File: config.mk
export PLATFORM = sky130hd
export DESIGN_NAME = fifo_buffer
export DESIGN_NICKNAME = d
export VERILOG_FILES = /design/src/rtl/fifo_buffer.sv
export SDC_FILE = /design/constraint.sdc
export NUM_CORES = 1
export LEC_CHECK = 0
export CAP_MARGIN = 20
export CORE_MARGIN = 5
export CORE_UTILIZATION = 50
export DETAILED_ROUTE_END_ITERATION = 10
export MAX_ROUTING_LAYER = met4
export PLACE_DENSITY = 0.75
export SETUP_SLACK_MARGIN = 0.5
export SLEW_MARGIN = 5
export SYNTH_ARGS = -nofsm -noshare
export SYNTH_HDL_FRONTEND = slang
export SYNTH_SLANG_ARGS = --single-unit
File: constraint.sdc
create_clock -name clk -period 2.53 [get_ports clk]
set_input_delay 0.253 -clock clk [delete_from_list [all_inputs] [get_ports clk]]
set_output_delay 0.253 -clock clk [all_outputs]
set_load 0.005 [all_outputs]
File: src/rtl/fifo_buffer.sv
// fifo_buffer: k-entry 16-bit flit FIFO with registered read data and registered empty/full status
module fifo_buffer #(
  parameter int k = 4
) (
  input  logic        clk,
  input  logic        rst_n,
  input  logic        RD,
  input  logic        WR,
  input  logic [15:0] data,
  output logic [15:0] out,
  output logic        emp,
  output logic        full
);
  localparam int aw = $clog2(k);
  localparam logic [aw:0] kc = (aw+1)'(k);
  logic [15:0]   mem [k];
  logic [aw-1:0] wptr, rptr;
  logic [aw:0]   cnt, cnt_nxt;
  logic          wa, ra;
  // Accept decisions use the status registered before the edge, so RD cannot make room for a same-cycle WR
  always_comb begin
    wa = WR && !full;
    ra = RD && !emp;
    cnt_nxt = cnt + (aw+1)'(wa) - (aw+1)'(ra);
  end
  // Storage is never reset; only entries between rptr and wptr are ever read
  always_ff @(posedge clk)
    if (wa) mem[wptr] <= data;
  // Pointers, occupancy, read data and flags; flags track the occupancy after the edge
  always_ff @(posedge clk or negedge rst_n)
    if (!rst_n) begin
      wptr <= '0;
      rptr <= '0;
      cnt  <= '0;
      out  <= '0;
      emp  <= 1'b1;
      full <= 1'b0;
    end else begin
      if (wa) wptr <= wptr + 1'b1;
      if (ra) begin
        rptr <= rptr + 1'b1;
        out  <= mem[rptr];
      end
      cnt  <= cnt_nxt;
      emp  <= cnt_nxt == '0;
      full <= cnt_nxt == kc;
    end
endmodule

After elaboration in Yosys (flattened, before gate mapping)
Memory sizes are Yosys's and may differ from the RTL's. A register that Yosys moved wholly into a read port is not among the register bits.
Cells that the tools add are included.
W data, S select, Z words.
- output and inout bits: 18
- register bits: 9
- memories: 1
- input bits: 20
- RAM bits: 64
- $add $sub $neg: 4
- reductions and logical operators: 6
- eq/ne operators: 1
- mux-type cells: 2
- memory list (name ; depth ; bits a word ; read ports ; clocked after Yosys merged registers in ; wr ports ; line ; source):
    mem ; 4 ; 16 ; 1 ; 1 ; 1 ; 16 ; logic [15:0] mem [k];
- operators with widths (cell ; count):
    $add A2 B1 Y2 const B ; 2
    $add A3 B1 Y3 ; 1
    $eq A3 B3 Y1 const B ; 1
    $logic_not A1 Y1 ; 3
    $logic_not A3 Y1 ; 1
    $sub A3 B1 Y3 ; 1
    $logic_and A1 B1 Y1 ; 2
    $mux W1 ; 2

Depth between registers and ports, before layout
Gate-level depths: netlist of run 1.
- word-level depth: 5
- mapped depth: 9

Worst setup path before layout of run 1
No wires, ideal clock.
- path type: reg-to-reg
- start: register emp
- end: register full
- setup slack: 0.265 ns
- setup time: 0.088 ns
- stages on the path, launching flop included: 10
- data arrival time: 2.177 ns
- required time: 2.442 ns
- path through: dfstp_2 nor2b_1 buf_2 buf_2 ha_1 inv_1 ha_1 fa_1 xnor3_1 nor3b_1
- word-level cells in the longest chain between the ends: 4
- RTL lines (item ; line ; source):
    start, declared ; 11 ; output logic emp,
    start signal, assigned ; 36 ; emp <= 1'b1;
    start signal, assigned ; 45 ; emp <= cnt_nxt == '0;
    $logic_not A1 Y1 ; 23 ; ra = RD && !emp;
    $logic_and A1 B1 Y1 ; 23 ;
    via ra ; 19 ; logic wa, ra;
    $sub A3 B1 Y3 ; 24 ; cnt_nxt = cnt + (aw+1)'(wa) - (aw+1)'(ra);
    via cnt_nxt[2] ; 18 ; logic [aw:0] cnt, cnt_nxt;
    $eq A3 B3 Y1 ; 46 ; full <= cnt_nxt == kc;
    end signal, assigned ; 46 ;
    end, declared ; 12 ; output logic full
The timed path passes the listed nets, and every way through them passes these cells.
A chain may end at the register's enable or synchronous reset.

Worst setup path after layout of run 1
- start: register full
- end: register full
- word-level cells in the longest chain between the ends: 5
- RTL lines (item ; line ; source):
    $logic_not A1 Y1 ; 22 ; wa = WR && !full;
    $logic_and A1 B1 Y1 ; 22 ;
    $add A3 B1 Y3 ; 24 ;
    $sub A3 B1 Y3 ; 24 ;
    via cnt_nxt[2] ; 18 ;
    $eq A3 B3 Y1 ; 46 ;
The timed path passes the listed nets, and every way through them passes these cells.

==> results of run 1 <==
cell type report:
type                       instances  area (µm²)
timing repair buffer              46         438
sequential                        89        2550
tap                               80         100
clock inverter                     7         118
inverter                           6        22.5
multi-input combinational         53         853
fill                             468        2550
clock buffer                       9         124
cell usage in the layout, fill, tap and decap left out:
master           Yosys  routed
and2_1               4       4
buf_4                0       9
bufinv_16            0       3
clkbuf_8             0       9
clkdlybuf4s50_1      0      37
clkinv_2             0       2
clkinv_4             0       1
dfrtp_1             24      24
dfstp_2              1       1
edfxtp_1            64      64
fa_2                 0       1
ha_1                 6       4
ha_4                 0       2
inv_1                6       5
inv_2                0       1
inv_6                0       1
mux2_2               9       9
mux2_4               8       8
mux4_1               8       8
mux4_2               8       8
nand3b_1             1       1
nor2b_1              2       1
nor2b_2              0       1
nor3_2               0       1
nor3b_2              0       1
xnor2_1              2       2
xnor3_1              1       1
xor2_1               1       1
logic make-up (layout without fill, tap and decap cells):
kind of cell             count (synthesis)  in the layout  synth area share, %
XOR/XNOR                                 4              4                 1.42
adder cells (fa/ha/maj)                  7              7                 2.77
buffers and inverters                   12             68                 2.11
flip-flops                              89             89                 74.2
multiplexers                            33             33                 17.8
AND/OR/NAND/NOR                          9              9                 1.68
sequential cells by signal, summed over array words and instances, names as in the netlist:
signal,cells
wptr,2
cnt,3
emp,1
mem,64
rptr,2
out,16
full,1
metrics by stage:
step	setup WS [ns]	total power (W)
2_1_floorplan	0.438	0.00311
3_3_place_gp	0.343	0.00358
3_5_place_dp	0.215	0.00367
4_1_cts	0.542	0.00482
5_1_grt	0.501	0.00503
6_report	0.579	0.00477
power groups by stage:
stage | Combinational, W | Sequential, W | Clock, W
CTS | 0.00141 | 0.00224 | 0.00117
global route | 0.00151 | 0.00228 | 0.00124
floorplan | 0.000968 | 0.00215 | 0
global placement | 0.00134 | 0.00224 | 0
finish | 0.00140 | 0.00223 | 0.00115
detailed placement | 0.00140 | 0.00227 | 0
final timing paths:
kind,end,slack [ns],cells after the start
min in group clk,out[2]$_DFFE_PN0P_,0.51,1
max in group asynchronous,emp$_DFF_PN1_,1.96,2
min,out[5]$_DFFE_PN0P_,0.26,2
max reg2reg,full$_DFF_PN0_,0.58,8
max,full$_DFF_PN0_,0.58,8
min reg2reg,out[2]$_DFFE_PN0P_,0.51,1
layer usage:
metal  share of wire [%]  GRT usage (%)  vias up
met1                  42           17.4      827
li1                    -              -      706
met2                  53           23.2       33
met3                 4.4           4.71        6
met5                   0              -        -
met4                 1.4           5.86        0
==> impl_metrics.toml, run 1 <==
[logic_synthesis]
synth_top_area_share_pct = 56.0
synth_seq_cells = 89
synth_area_mm2 = 0.00343
ys_warn_count = 0
synth_ff_type = "edfxtp_1"
seq_area_frac_synth_pct = 74.2
synth_common_cells = "64 x edfxtp_1, 24 x dfrtp_1, 9 x mux2_2"
yosys-top-cells-area = "edfxtp_1 56%, dfrtp_1 17%, mux4_1 6.1%"
synth-edff-count = 64
synth_async_sr_flop_share_pct = 28.1
synth_cells = 154
syn_avg_cell_area_um2 = 22.3
synth_nets = 181
yosysUniqueCellTypes = 22
synth_top_area_cell = "edfxtp_1"
post-synth-top-count-cell = "edfxtp_1"

[pwr]
powerDensity_mw_per_mm2 = 1140
internal_power_w = 0.00354
seqPwrFrac_pct = 46.6
clkPwrFrac_pct = 24.1
power.share.combinational_pct = 29.3
ir_drop_uv = 528
p_switching_w = 0.00123
p_leak_nw = 1.56
switching_share_pct = 25.8

[timing]
hold_violations = 0
timing.hold.ws_ns = 0.263
fin_crit_sh_pct = 77.1
tns_ns = 0
period_minus_slack_ns = 1.95
fmax_ghz = 0.513
tightest_slew_ns = 0.733
slew_headroom_pct = 51.1
finalMaxSlewViolations = 0
clock-skew-final_ns = 0.00849
grt_setup_unrepaired = "false"
setup_violations = 0

[clock_network]
holdBufCountCts = 0
post_cts_buffers = 0
clock_sinks = 89
clockBufferDepth = 2
cts_tree = "built"
post_cts_resized = 0
cts-root-buf = "clkbuf_8"
clk_latency_ns = 0.35
path_clk_slew_ns = 0.09
ctsHtreeMaxLevel = 3
cts_made_buffers = 9

[grt]
grt_pass1_wl_um = 8850
overflow = 0
grt_max_degree = 26
antenna_found_initial = 0
grt_usage_pct = 14.6
first_global_vias = 1657

[worst_setup_path]
worstSetupStartpointType = "flip-flop"
critPathMaxStageDelay_ns = 0.38
crit_buf_inv = 2
cp-startpoint = "full$_DFF_PN0_"
cp-end-kind = "flip-flop"
worstSetupPathType = "flip-flop to flip-flop"
required_ns = 2.77
path_cells = "nor2b_1 > inv_1 > ha_4 > inv_2 > ha_4 > fa_2 > xnor3_1 > nor3b_2"
timing.rr.start = "full$_DFF_PN0_"
crit_slowest_cell = "dfrtp_1"
cp_top_family = "adder cells"
crit_path_max_fanout = 3
worst_ep_arrival_time_ns = 2.19
cp_common_cell = "ha_4"

[floorplan]
design.core.area_mm2 = 0.00676
dieWidth_um = 92.9
die_h_um = 92.9
ios = 38
die_area_mm2 = 0.00863
rows = 30
start_util_pct = 50.8

[detailed_routing]
dr.pass1.iters = 4
drt-vias-per-instance = 5.42
via_count = 1572
drt_iter0_markers = 39
postRouteAntennaNets = 0
routedWlPerCell_um = 19.1
drc = 0
wirelength_um = 5540

[cells_and_area]
postLayoutCellArea_mm2 = 0.00420
synthToLayoutAreaGrowth_pct = 22.4
utilization_pct = 62.2
antenna_cells = 0
stdcell_count = 290
layout-drive-gt1-share_pct = 27.6
nNetsFinal = 232

[placed_design]
portBuffers = 37
dp_hpwl_um = 3580
place.gp.congestion = 0.677
placed_cell_area_mm2 = 0.00396
dp_cells = 274

[worst_hold_path]
hold_path_class = "input port to asynchronous set/reset pin"

[outcome]
status = "finished, final reports clean"

[flow_run]
max-cap-violations = 0
Note: power is estimated with default switching activity, not from simulation.
==> run 2: changes to the inputs <==
==> constraint.sdc (replaced) <==
create_clock -name clk -period 1.88 [get_ports clk]
set_input_delay 0.188 -clock clk [delete_from_list [all_inputs] [get_ports clk]]
set_output_delay 0.188 -clock clk [all_outputs]
set_load 0.005 [all_outputs]
==> run 2 against run 1 <==
  * The flow now finishes with violations (negative setup slack)
  * Utilization grew 2.3 points
  * Cell area rose by 3.7%
  * Via count is 3.6% higher
  * Global-route usage up 1.2 points
  * First-iteration DRC count increased to 2.6 times the previous value
==> impl_metrics.toml, run 2 (synthesis gave the netlist of run 1 again) <==
[timing]
setup_violations = 1
finalMaxSlewViolations = 0
grt_setup_unrepaired = "true"
period_minus_slack_ns = 1.90
slew_headroom_pct = 77.7
fmax_ghz = 0.526
hold_violations = 0
clock-skew-final_ns = 0.00999
tightest_slew_ns = 0.335
timing.hold.ws_ns = 0.207
fin_crit_sh_pct = 101
worst_slack_ns = -0.0227

[placed_design]
portBuffers = 37
dp_slack_ns = -0.352
place.gp.congestion = 0.666
dp_hpwl_um = 3810

[detailed_routing]
wirelength_um = 5870
dr.pass1.iters = 4
postRouteAntennaNets = 0
drt_iter0_markers = 103
drc = 0
routedWlPerCell_um = 19.2
drt-vias-per-instance = 5.34
via_count = 1629

[cells_and_area]
synthToLayoutAreaGrowth_pct = 27.0
largest_registers = "mem (64), out (16), cnt (3)"
most-common-layout-cells = "64 x edfxtp_1, 23 x dfrtp_1, 19 x clkdlybuf4s50_1"
layout-drive-gt1-share_pct = 37.8
seqCellArea_mm2 = 0.00255
n_fill_cell = 455
nNetsFinal = 247
top_register = "mem"
multi_input_area_um2 = 861
largest_reg_flops = 64
layout_commonest_cell = "edfxtp_1"
antenna_cells = 0

[floorplan]
ios = 38
rows = 30
die_area_mm2 = 0.00863
start_util_pct = 50.8
die_h_um = 92.9
design.core.area_mm2 = 0.00676
dieWidth_um = 92.9

[pwr]
ir_drop_uv = 618
clkPwrFrac_pct = 20.7
p_leak_nw = 1.67
p_switching_w = 0.00171
switching_share_pct = 25.8
total_power_w = 0.00665
seqPwrFrac_pct = 43.7
powerDensity_mw_per_mm2 = 1520
internal_power_w = 0.00493
power.share.combinational_pct = 35.6

[outcome]
status = "finished with violations"
violations = "negative setup slack"

[flow_run]
max-cap-violations = 0

[clock_network]
cts_made_buffers = 9
cts-root-buf = "clkbuf_8"
clock_sinks = 89
clk_latency_ns = 0.34
cts_tree = "built"
path_clk_slew_ns = 0.08
ctsHtreeMaxLevel = 3
clockBufferDepth = 2

[grt]
antenna_found_initial = 0
grt_pass1_wl_um = 9520
grt_max_degree = 26
overflow = 0
grt_usage_pct = 15.8
first_global_vias = 1776

[worst_setup_path]
worstSetupStartpointType = "flip-flop"
worst_ep_arrival_time_ns = 2.17
cp-end-kind = "flip-flop"
required_ns = 2.14
crit_path_max_fanout = 3
worstSetupPathType = "flip-flop to flip-flop"

[worst_hold_path]
hold_path_class = "input port to asynchronous set/reset pin"
-- run 2: cell count changes in the layout (fill, tap and decap cells not counted), sizes merged --
cell,previous run,this run
dlygate4sd2,0,17
clkbuf,9,14
bufinv,3,1
clkinv,3,1
clkdlybuf4s15,0,1
inv,7,6
buf,9,24
clkdlybuf4s50,37,19
-- run 2: routing by layer --
| layer | vias up | track usage (%) | share of wire, % |
|---|---|---|---|
| li1 | 730 | - | - |
| met2 | 26 | 25.4 | 55 |
| met4 | 0 | 5.49 | 0.82 |
| met1 | 869 | 19.1 | 41 |
| met3 | 4 | 4.79 | 3.1 |
| met5 | - | - | 0 |
-- run 2: metrics by stage --
| step | TNS [ns] | cell area, µm² | util [%] | instances |
|---|---|---|---|---|
| final | -0.0227 | 4360 | 64.6 | 305 |
| after global routing | -0.202 | 4360 | 64.6 | 305 |
| after CTS | -0.00334 | 4350 | 64.4 | 304 |
| after detailed placement | -1.02 | 4050 | 59.9 | 275 |
| after global placement | -0.705 | 4050 | 59.9 | 275 |
| after floorplan | -0.503 | 3490 | - | 154 |
-- run 2: worst paths after layout --
check                      cells after the start          startpoint              endpoint  slack, ns
max                                            7       emp$_DFF_PN1_        full$_DFF_PN0_      -0.02
min                                            2               rst_n   out[10]$_DFFE_PN0P_       0.21
max reg2reg                                    7       emp$_DFF_PN1_        full$_DFF_PN0_      -0.02
min reg2reg                                    1  out[2]$_DFFE_PN0P_    out[2]$_DFFE_PN0P_       0.51
max in group asynchronous                      2               rst_n         emp$_DFF_PN1_       1.37
min in group clk                               1            data[12]  mem[3][12]$_DFFE_PP_       0.48
-- run 2: repair_timing --
item / CTS / global route
setup buffers: 13 / 1
hold buffers: 0 / 0
pin swaps: 1 / 0
endpoints found under the setup margin: 38 / 21
resized for setup: 39 / 1
-- run 2: area by class of cell --
cell class / count / area share [%]
repair buffers: 61 / 14.0
clock buffers: 14 / 4.22
well taps: 80 / 2.29
clock inverters: 2 / 0.803
flip-flops and latches: 89 / 58.5
inverters: 6 / 0.516
multi-input cells: 53 / 19.7
-- run 2: critical path, cell delays in order (launching register included) --
cell and delay (ns):
dfstp_2 0.57, nor2b_4 0.06, ha_4 0.26, inv_2 0.04
ha_4 0.15, fa_2 0.33, xnor3_1 0.26, nor3b_2 0.17
-- run 2: power groups by stage --
| stage | combinational, W | clock (W) | sequential (W) |
|---|---|---|---|
| after floorplan | 0.00132 | 0 | 0.00289 |
| after global placement | 0.00207 | 0 | 0.00291 |
| after detailed placement | 0.00216 | 0 | 0.00296 |
| after CTS | 0.00239 | 0.00141 | 0.00290 |
| after global routing | 0.00255 | 0.00150 | 0.00296 |
| final | 0.00237 | 0.00138 | 0.00290 |
